## src/rtl/alu_share_ctrl_pkg.sv

```systemverilog
// Shared opcode values and FSM state encoding for the two-requester ALU share controller.
package alu_share_pkg;

  localparam logic [2:0] OP_CAT    = 3'd0;
  localparam logic [2:0] OP_LOGIC  = 3'd1;
  localparam logic [2:0] OP_ADD_RC = 3'd2;
  localparam logic [2:0] OP_ADD    = 3'd3;
  localparam logic [2:0] OP_INC    = 3'd4;
  localparam logic [2:0] OP_NZ     = 3'd5;
  localparam logic [2:0] OP_ZERO6  = 3'd6;
  localparam logic [2:0] OP_ZERO7  = 3'd7;

  // The unused code 2'd3 is kept named so the FSM can steer it back to IDLE.
  typedef enum logic [1:0] {
    IDLE    = 2'd0,
    EXEC    = 2'd1,
    RESP    = 2'd2,
    RECOVER = 2'd3
  } state_t;

endpackage

```

## src/rtl/alu_share_ctrl_if.sv

```systemverilog
// Request/grant and valid/ready response bundle between the two requesters and the controller.
interface alu_share_ctrl_if #(
  parameter int W = 4
) ();

  logic [1:0]     req;
  logic [2:0]     op0;
  logic [2:0]     op1;
  logic [W-1:0]   a0;
  logic [W-1:0]   a1;
  logic [W-1:0]   b0;
  logic [W-1:0]   b1;
  logic [1:0]     gnt;
  logic           busy;
  logic           rsp_valid;
  logic           rsp_ready;
  logic           rsp_id;
  logic [2*W-1:0] rsp_data;

  modport master (
    output req, op0, op1, a0, a1, b0, b1, rsp_ready,
    input  gnt, busy, rsp_valid, rsp_id, rsp_data
  );

  modport slave (
    input  req, op0, op1, a0, a1, b0, b1, rsp_ready,
    output gnt, busy, rsp_valid, rsp_id, rsp_data
  );

endinterface

```

## src/rtl/alu_share_ctrl_alu_core.sv

```systemverilog
// Combinational ALU: op, a, b -> 2W-bit result; op 2 goes through an explicit ripple-carry adder.
module alu_core
  import alu_share_pkg::*;
#(
  parameter int W = 4
) (
  input  logic [2:0]     i_op,
  input  logic [W-1:0]   i_a,
  input  logic [W-1:0]   i_b,
  output logic [2*W-1:0] o_result
);

  logic [W:0]   w_carry;
  logic [W-1:0] w_sum;
  logic [W:0]   w_add;
  logic [W:0]   w_inc;

  assign w_carry[0] = 1'b0;

  genvar gi;
  generate
    for (gi = 0; gi < W; gi++) begin : g_fa
      assign w_sum[gi]     = i_a[gi] ^ i_b[gi] ^ w_carry[gi];
      assign w_carry[gi+1] = (i_a[gi] & i_b[gi]) | (w_carry[gi] & (i_a[gi] ^ i_b[gi]));
    end
  endgenerate

  assign w_add = {1'b0, i_a} + {1'b0, i_b};
  assign w_inc = {1'b0, i_a} + {{W{1'b0}}, 1'b1};

  always_comb begin
    o_result = '0;
    case (i_op)
      OP_CAT:    o_result = {i_a, i_b};
      OP_LOGIC:  o_result = {i_a | i_b, i_a ^ i_b};
      OP_ADD_RC: o_result = {{(W-1){1'b0}}, w_carry[W], w_sum};
      OP_ADD:    o_result = {{(W-1){1'b0}}, w_add};
      OP_INC:    o_result = {{(W-1){1'b0}}, w_inc};
      OP_NZ:     o_result = {{(2*W-1){1'b0}}, (|i_a) || (|i_b)};
      default:   o_result = '0;
    endcase
  end

endmodule

```

## src/rtl/alu_share_ctrl.sv

```systemverilog
// Round-robin arbiter, operand latch and response register wrapped around one shared alu_core.
module alu_share_ctrl
  import alu_share_pkg::*;
#(
  parameter int W       = 4,
  parameter bit RR_INIT = 1'b0
) (
  input  logic            i_clk,
  input  logic            i_reset_b,
  alu_share_ctrl_if.slave bus
);

  state_t         r_state;
  state_t         w_state_next;
  logic           r_ptr;
  logic           r_id;
  logic [2:0]     r_op;
  logic [W-1:0]   r_a;
  logic [W-1:0]   r_b;
  logic [1:0]     r_gnt;
  logic           r_rsp_id;
  logic [2*W-1:0] r_rsp_data;

  logic           w_accept;
  logic           w_win;
  logic           w_rsp_load;
  logic           w_release;
  logic [2*W-1:0] w_alu_result;

  alu_core #(.W(W)) u_alu_core (
    .i_op     (r_op),
    .i_a      (r_a),
    .i_b      (r_b),
    .o_result (w_alu_result)
  );

  always_ff @(posedge i_clk) begin
    if (!i_reset_b) r_state <= IDLE;
    else            r_state <= w_state_next;
  end

  // A lone request wins outright; the pointer only breaks a tie.
  always_comb begin
    w_state_next = r_state;
    w_accept     = 1'b0;
    w_win        = r_ptr;
    w_rsp_load   = 1'b0;
    w_release    = 1'b0;
    case (r_state)
      IDLE: begin
        if (bus.req != 2'b00) begin
          w_accept     = 1'b1;
          w_win        = (bus.req == 2'b11) ? r_ptr : bus.req[1];
          w_state_next = EXEC;
        end
      end
      EXEC: begin
        w_rsp_load   = 1'b1;
        w_state_next = RESP;
      end
      RESP: begin
        if (bus.rsp_ready) begin
          w_release    = 1'b1;
          w_state_next = IDLE;
        end
      end
      default: w_state_next = IDLE;
    endcase
  end

  always_ff @(posedge i_clk) begin
    if (!i_reset_b) begin
      r_ptr      <= RR_INIT;
      r_id       <= 1'b0;
      r_op       <= '0;
      r_a        <= '0;
      r_b        <= '0;
      r_gnt      <= 2'b00;
      r_rsp_id   <= 1'b0;
      r_rsp_data <= '0;
    end else begin
      r_gnt <= w_accept ? (w_win ? 2'b10 : 2'b01) : 2'b00;
      if (w_accept) begin
        r_id <= w_win;
        r_op <= w_win ? bus.op1 : bus.op0;
        r_a  <= w_win ? bus.a1  : bus.a0;
        r_b  <= w_win ? bus.b1  : bus.b0;
      end
      if (w_rsp_load) begin
        r_rsp_data <= w_alu_result;
        r_rsp_id   <= r_id;
      end
      if (w_release) r_ptr <= ~r_rsp_id;
    end
  end

  assign bus.gnt       = r_gnt;
  assign bus.busy      = (r_state != IDLE);
  assign bus.rsp_valid = (r_state == RESP);
  assign bus.rsp_id    = r_rsp_id;
  assign bus.rsp_data  = r_rsp_data;

endmodule
```

## src/flat_wrapper.sv

```systemverilog
// flat-port wrapper written by rule: the top's interface ports become plain ports
module alu_share_ctrl_flat import alu_share_pkg::*;
#(
  parameter int W       = 4,
  parameter bit RR_INIT = 1'b0
)
  (i_clk, i_reset_b, bus_req, bus_op0, bus_op1, bus_a0, bus_a1, bus_b0, bus_b1, bus_rsp_ready, bus_gnt, bus_busy, bus_rsp_valid, bus_rsp_id, bus_rsp_data);
  alu_share_ctrl_if #(.W(W)) bus_i ();
  input  logic i_clk;
  input  logic i_reset_b;
  input wire logic [$bits(bus_i.req)-1:0] bus_req;
  input wire logic [$bits(bus_i.op0)-1:0] bus_op0;
  input wire logic [$bits(bus_i.op1)-1:0] bus_op1;
  input wire logic [$bits(bus_i.a0)-1:0] bus_a0;
  input wire logic [$bits(bus_i.a1)-1:0] bus_a1;
  input wire logic [$bits(bus_i.b0)-1:0] bus_b0;
  input wire logic [$bits(bus_i.b1)-1:0] bus_b1;
  input wire logic [$bits(bus_i.rsp_ready)-1:0] bus_rsp_ready;
  output wire logic [$bits(bus_i.gnt)-1:0] bus_gnt;
  output wire logic [$bits(bus_i.busy)-1:0] bus_busy;
  output wire logic [$bits(bus_i.rsp_valid)-1:0] bus_rsp_valid;
  output wire logic [$bits(bus_i.rsp_id)-1:0] bus_rsp_id;
  output wire logic [$bits(bus_i.rsp_data)-1:0] bus_rsp_data;
  assign bus_i.req = bus_req;
  assign bus_i.op0 = bus_op0;
  assign bus_i.op1 = bus_op1;
  assign bus_i.a0 = bus_a0;
  assign bus_i.a1 = bus_a1;
  assign bus_i.b0 = bus_b0;
  assign bus_i.b1 = bus_b1;
  assign bus_i.rsp_ready = bus_rsp_ready;
  assign bus_gnt = bus_i.gnt;
  assign bus_busy = bus_i.busy;
  assign bus_rsp_valid = bus_i.rsp_valid;
  assign bus_rsp_id = bus_i.rsp_id;
  assign bus_rsp_data = bus_i.rsp_data;
  alu_share_ctrl #(.W(W), .RR_INIT(RR_INIT)) u_core (.i_clk(i_clk), .i_reset_b(i_reset_b), .bus(bus_i));
endmodule
```

## config.mk

```make
export PLATFORM = sky130hd
export DESIGN_NAME = alu_share_ctrl_flat
export DESIGN_NICKNAME = d
export VERILOG_FILES = /design/src/rtl/alu_share_ctrl_pkg.sv /design/src/rtl/alu_share_ctrl_if.sv /design/src/rtl/alu_share_ctrl_alu_core.sv /design/src/rtl/alu_share_ctrl.sv /design/src/flat_wrapper.sv
export SDC_FILE = /design/constraint.sdc
export NUM_CORES = 1
export LEC_CHECK = 0
export CAP_MARGIN = 20
export CORE_MARGIN = 1.5
export CORE_UTILIZATION = 32
export DETAILED_ROUTE_END_ITERATION = 8
export SYNTH_ARGS = -nofsm -noshare
export SYNTH_HDL_FRONTEND = slang
export SYNTH_HIERARCHICAL = 1
export SYNTH_SLANG_ARGS = --single-unit
```

## constraint.sdc

```tcl
create_clock -name i_clk -period 2.2 [get_ports i_clk]
set_input_delay 0.44 -clock i_clk [delete_from_list [all_inputs] [get_ports i_clk]]
set_output_delay 0.44 -clock i_clk [all_outputs]
set_load 0.005 [all_outputs]
```

==> results of run 1 <==
layer usage:
metal / vias up / global-route usage [%]
li1: 755 / -
met1: 669 / 19.7
met2: 31 / 23.6
met3: 6 / 1.98
met4: 0 / 5.75
met5: - / 0
power by group through the flow:
| stage | Combinational [mW] | Sequential [mW] | Clock (mW) |
|---|---|---|---|
| after global routing | 0.460 | 0.545 | 0.427 |
| after detailed placement | 0.407 | 0.551 | 0 |
| after CTS | 0.409 | 0.540 | 0.408 |
| after global placement | 0.401 | 0.550 | 0 |
| after floorplan | 0.260 | 0.550 | 0 |
| final | 0.408 | 0.540 | 0.404 |
cells in the final DEF, fill, tap and decap left out, drive strengths merged, types with 9 or more instances in the layout:
cell	instances
nor3	13
dfxtp	26
buf	13
inv	12
a221o	12
nand2	31
clkdlybuf4s50	39
nor2	9
a21boi	10
ha	9
worst max-delay path: stages (launching register included):
cell       delay (ps)
dfxtp_1           320
ha_1              180
inv_1              60
fa_1              160
inv_1              50
fa_1              370
fa_1              500
a2bb2oi_1          60
o22ai_1           120
nand2_1            70
a21boi_1          130
registers in the layout (all words and copies together) (netlist names):
signal	cells
u_core/bus.rsp_data	8
u_core/r_ptr	1
u_core/r_op	3
u_core/r_state	2
u_core/bus.rsp_id	1
u_core/r_a	4
u_core/r_b	4
u_core/bus.gnt	2
u_core/r_id	1
kinds of logic (layout without fill, tap and decap cells):
group	after synthesis	after routing	synth area share, %
buffers and inverters	25	68	8.62
muxes	6	6	3.79
xor gates and xnor gates	1	1	0.520
and+or+nand+nor	73	73	22.0
AOI/OAI and AO/OA	45	45	22.7
DFF	26	26	30.9
adders and majority gates	13	13	11.4
timing repair:
item	4_1_cts	5_1_grt
endpoints found under the setup margin	0	1
endpoints found under the hold margin	0	0
gates resized for setup	0	1
through the flow:
stage                     cell area (µm²)  setup WS (ps)  util (%)  instances
final                                2230            116      44.0        302
after global routing                 2230           15.5      44.0        302
after CTS                            2230           95.7      44.0        302
after detailed placement             2160            106      42.6        298
after global placement               2160            132      42.6        298
after floorplan                      1680            170         -        189
how the worst min path moves through the flow:
stage                             end  cells past startpoint  slack, ps                   start
2_1_floorplan             u_core/r_id                      1        430             u_core/r_id
3_5_place_dp   u_core/bus.rsp_data[7]                      2        460  u_core/bus.rsp_data[7]
5_1_grt        u_core/bus.rsp_data[1]                      2        490  u_core/bus.rsp_data[1]
4_1_cts        u_core/bus.rsp_data[7]                      2        470  u_core/bus.rsp_data[7]
3_3_place_gp   u_core/bus.rsp_data[2]                      2        460  u_core/bus.rsp_data[2]
6_report       u_core/bus.rsp_data[7]                      2        470  u_core/bus.rsp_data[7]
area by class of cell:
cell class / instances / area (µm²) / area share, %
clock inverter: 1 / 30.0 / 1.35
sequential: 26 / 520 / 23.3
inverter: 12 / 45.0 / 2.02
timing repair buffer: 52 / 488 / 21.9
tap: 70 / 87.6 / 3.93
multi-input combinational: 138 / 1020 / 45.7
clock buffer: 3 / 41.3 / 1.85
==> results.tsv, run 1 <==
stage	metric	value	unit
timing	tightestPinTransition	699	ps
detailed_routing	wirelength	3810	µm
power_and_ir_drop	combPwrFrac	30.2	%
synth	synth_cell_types	45	
clock_tree	path_clk_slew	100	ps
die	coreArea	5070	µm²
detailed_routing	dr_wl_met2	1780	µm
timing	maxSlewViolCount	0	
synth	synth-edff-count	0	
detailed_routing	vias	1461	
synth	ys.flop_type	dfxtp_1	
setup_path	crit_path_start	u_core/r_a[0]	
detailed_routing	top_layer_used	met4	
global_routing	grt_antenna_before_repair	0	
setup_path	rr_startpoint	u_core/r_a[0]	
detailed_routing	via_per_inst	4.84	
clock_tree	cts_made_buffers	3	
global_routing	first_global_vias	1451	
timing	whs	468	ps
layout	area_growth	32.5	%
synth	synth_area	1680	µm²
synth	ys_seq_elements	26	
setup_path	worstPathArrival	2300	ps
layout	nets	273	
run	max_cap_violations	0	
synth	yosysMostFrequentCell	nand2_1	
status	status	complete, no violations	
setup_path	cp.required	2420	ps
global_routing	grtUsageTotal	14.6	%
layout	insertedDiodeCount	0	
detailed_routing	wl_per_cell	12.6	µm
synth	synth_warnings	6	
setup_path	critPathLaunchType	register	
detailed_routing	drcViolationCount	0	
power_and_ir_drop	power_leakage	0.875	nW
power_and_ir_drop	total_power	1.35	mW
detailed_routing	wl_met1	1830	µm
synth	synth.area.top_cells	dfxtp_1 31%, nand2_1 6.9%, ha_1 6.7%	
synth	yosysTopAreaCell	dfxtp_1	
clock_tree	cts_tree	done	
layout	fillCellCount	542	
clock_tree	clk_latency	280	ps
die	boundaryPins	40	
timing	timing.fmax	0.480	GHz
power_and_ir_drop	swShare	28.2	%
clock_tree	numClockSinks	26	
die	rows	26	
timing	rsz0062_at_grt	false	
detailed_routing	drt_iter0_markers	80	
global_routing	grt_pass1_wl	6390	µm
clock_tree	hold_buffers	0	
setup_path	crit_end	u_core/bus.rsp_data[3]	
synth	avgSynthCellArea	8.91	µm²
place	place_congestion	0.762	
synth	ys_top_cells_by_count	31 x nand2_1, 26 x dfxtp_1, 13 x nor3_1	
synth	syn_nets	229	
die	dieArea	5710	µm²
timing	finalSetupTns	0	ps
synth	postSynthCellCount	189	
timing	hold_viol	0	
timing	setup_viol	0	
power_and_ir_drop	p_int	0.971	mW
setup_path	worstSetupPathType	register to register	
power_and_ir_drop	p_switching	0.381	mW
layout	drive_gt1_share	15.9	%
min_path	hp-class	register to register	
clock_tree	post_cts_buffers	0	
global_routing	globalRouteOverflowTotal	0	
detailed_routing	dr_wl_met3	138	µm
setup_path	r2r_slack	120	ps
die	start_util	33.2	%
clock_tree	clk_path_buf_depth	2	
power_and_ir_drop	vdd_drop_max	0.252	mV
timing	fin_skew	7.11	ps
synth	synth_top_area_share	30.9	%
global_routing	grt_max_degree	18	
detailed_routing	ant_nets	0	
timing	finalCritPeriodShare	94.7	%
power_and_ir_drop	power_frac_clock	29.9	%
detailed_routing	drt_first_pass_iters	4	
clock_tree	root_buffer	clkbuf_8	
place	io_buffers	39	
die	die_h	75.5	µm
power_and_ir_drop	seq_power_share	39.9	%
setup_path	reg2reg_depth	10	
setup_path	cp-end-kind	register	
timing	period_needed	2080	ps
setup_path	worst_r2r_endpoint	u_core/bus.rsp_data[3]	
place	dp_hpwl	2990	µm
power_and_ir_drop	p_per_area	606	nW/µm²
synth	synthArstFlopShare	0	%
setup_path	critPathMaxFanout	2	
die	die_w	75.5	µm
synth	ys_seq_area_share	30.9	%
clock_tree	cts_max_level	1	
timing	max_slew_margin	53.3	%
No activity file was read; power rests on OpenSTA's default activity.
==> inputs of run 2 (changes only) <==
PLACE_DENSITY_LB_ADDON = 0.08   (was not set)
==> results.tsv, run 2 (synthesized netlist as in run 1, its figures left out) <==
stage	metric	value	unit	change
timing	hold_viol	0		unchanged
layout	fillCellCount	521		was 542
clock_tree	clk_latency	280	ps	about the same
power_and_ir_drop	vdd_drop_max	0.221	mV	was 0.252 mV
power_and_ir_drop	p_per_area	607	nW/µm²	was 606 nW/µm²
layout	largest_reg_flops	8		unchanged
power_and_ir_drop	p_switching	0.383	mW	was 0.381 mW
timing	max_slew_margin	51.7	%	was 53.3%
layout	insertedDiodeCount	0		unchanged
run	max_cap_violations	0		unchanged
timing	rsz0062_at_grt	false		unchanged
detailed_routing	ant_nets	0		unchanged
timing	tightestPinTransition	723	ps	was 699 ps
timing	finalSetupTns	0	ps	unchanged
power_and_ir_drop	seq_power_share	39.9	%	about the same
detailed_routing	drcViolationCount	0		unchanged
layout	post-route-util	44.0	%	about the same
place	placed_cell_area	2150	µm²	was 2160 µm²
die	start_util	33.2	%	unchanged
clock_tree	cts_tree	done		unchanged
global_routing	grt_max_degree	18		unchanged
setup_path	cp.required	2420	ps	about the same
setup_path	rr_startpoint	u_core/r_a[0]		unchanged
place	dp_hpwl	3130	µm	was 2990 µm
clock_tree	cts_made_buffers	3		unchanged
clock_tree	clk_path_buf_depth	2		unchanged
setup_path	r2r_slack	160	ps	was 120 ps
place	io_buffers	39		unchanged
setup_path	reg2reg_depth	10		unchanged
min_path	holdPathStages	2		unchanged
setup_path	worst_r2r_endpoint	u_core/bus.rsp_data[3]		unchanged
setup_path	slowest_delay	500	ps	about the same
power_and_ir_drop	total_power	1.35	mW	about the same
clock_tree	root_buffer	clkbuf_8		unchanged
timing	timing.fmax	0.491	GHz	was 0.480 GHz
setup_path	worstPathArrival	2250	ps	was 2300 ps
global_routing	grt_pass1_wl	6820	µm	was 6390 µm
power_and_ir_drop	power_leakage	0.868	nW	was 0.875 nW
layout	area_growth	32.5	%	about the same
layout	drive_gt1_share	16.5	%	was 15.9%
setup_path	crit_end	u_core/bus.rsp_data[3]		unchanged
layout	final_common_cell	clkdlybuf4s50_1		unchanged
power_and_ir_drop	power_frac_clock	29.7	%	was 29.9%
detailed_routing	vias	1469		was 1461
timing	setup_viol	0		unchanged
die	die_w	75.5	µm	unchanged
die	die_h	75.5	µm	unchanged
die	boundaryPins	40		unchanged
timing	period_needed	2040	ps	was 2080 ps
setup_path	critPathMaxFanout	2		unchanged
detailed_routing	wirelength	4050	µm	was 3810 µm
global_routing	first_global_vias	1456		was 1451
detailed_routing	drt_iter0_markers	76		was 80
die	coreArea	5070	µm²	unchanged
status	status	complete, no violations		unchanged
clock_tree	numClockSinks	26		unchanged
setup_path	cp-end-kind	register		unchanged
global_routing	globalRouteOverflowTotal	0		unchanged
detailed_routing	drt_first_pass_iters	4		unchanged
place	place_congestion	0.784		was 0.762
timing	maxSlewViolCount	0		unchanged
power_and_ir_drop	combPwrFrac	30.4	%	was 30.2%
layout	nets	272		was 273
setup_path	worstSetupPathType	register to register		unchanged
layout	final_cell_mix	39 x clkdlybuf4s50_1, 31 x nand2_1, 26 x dfxtp_1		unchanged
die	rows	26		unchanged
setup_path	crit_chain	ha_1 -> inv_1 -> fa_1 -> inv_1 -> fa_2 -> fa_1 -> a2bb2oi_2 -> o22ai_1 -> nand2_1 -> a21boi_1		was ha_1 -> inv_1 -> fa_1 -> inv_1 -> fa_1 -> fa_1 -> a2bb2oi_1 -> o22ai_1 -> nand2_1 -> a21boi_1
setup_path	crit_path_start	u_core/r_a[0]		unchanged
clock_tree	cts_max_level	1		unchanged
power_and_ir_drop	p_int	0.971	mW	about the same
global_routing	grtUsageTotal	15.3	%	was 14.6%
power_and_ir_drop	swShare	28.3	%	was 28.2%
detailed_routing	via_per_inst	4.88		was 4.84
min_path	hp-class	register to register		unchanged
layout	stdcell_area	2230	µm²	about the same
setup_path	worst_path_max_delay_cell	fa_1		unchanged
clock_tree	path_clk_slew	100	ps	about the same
die	dieArea	5710	µm²	unchanged
timing	finalCritPeriodShare	92.5	%	was 94.7%
timing	fin_skew	12.5	ps	was 7.11 ps
global_routing	grt_antenna_before_repair	0		unchanged
detailed_routing	wl_per_cell	13.5	µm	was 12.6 µm
setup_path	critPathLaunchType	register		unchanged
## run 2: cell types whose count changed in the layout (fill, tap and decap cells not counted)
cell	delta
a2bb2oi_1	-1
a2bb2oi_2	+1
buf_4	-1
fa_1	-1
fa_2	+1
## run 2: worst max-delay path, delay by kind of cell, from the launching register on
kind,cells,cell delay [ps]
buffers and inverters,2,120
DFF,1,320
and+or+nand+nor,1,70
AOI/OAI and AO/OA,3,310
adders and majority gates,4,1180
## run 2: how the worst min path moves through the flow
stage	end	start
after global routing	u_core/bus.rsp_data[3]	u_core/bus.rsp_data[3]
after global placement	u_core/bus.rsp_data[2]	u_core/bus.rsp_data[2]
after floorplan	u_core/r_id	u_core/r_id
after CTS	u_core/r_id	u_core/r_id
final	u_core/bus.rsp_data[3]	u_core/bus.rsp_data[3]
after detailed placement	u_core/r_id	u_core/r_id
## run 2: layer usage
metal  track usage (%)  routed length, µm
met1              22.3               2010
met2              23.8               1870
met3              2.12                134
met4              3.77                 36
met5                 0                  0
## run 2: per-stage QoR
stage | std cells | hold WS (ps) | setup slack (ps)
final | 301 | 464 | 165
after floorplan | 189 | 426 | 170
after detailed placement | 297 | 446 | 100
after global routing | 301 | 476 | 21.6
after CTS | 301 | 472 | 91.4
after global placement | 297 | 451 | 114
## run 2: final cells by class
cell class / instances / area [µm²] / share of cell area (%)
Tap cell: 70 / 87.6 / 3.92
Inverter: 12 / 45.0 / 2.02
Multi-Input combinational cell: 138 / 1030 / 46.0
Timing Repair Buffer: 51 / 480 / 21.5
Clock inverter: 1 / 30.0 / 1.35
Sequential cell: 26 / 520 / 23.3
Clock buffer: 3 / 41.3 / 1.85
## run 2: power by group through the flow
stage / clock (mW) / combinational, mW / sequential (mW)
6_report: 0.402 / 0.411 / 0.541
5_1_grt: 0.422 / 0.461 / 0.547
4_1_cts: 0.410 / 0.408 / 0.541
3_5_place_dp: 0 / 0.407 / 0.552
3_3_place_gp: 0 / 0.398 / 0.551
2_1_floorplan: 0 / 0.260 / 0.550
## run 2: timing repair
item,in CTS,in global routing
hold buffers,0,0
buffers inserted,0,0
endpoints found under the setup margin,0,1
resized for setup,0,3
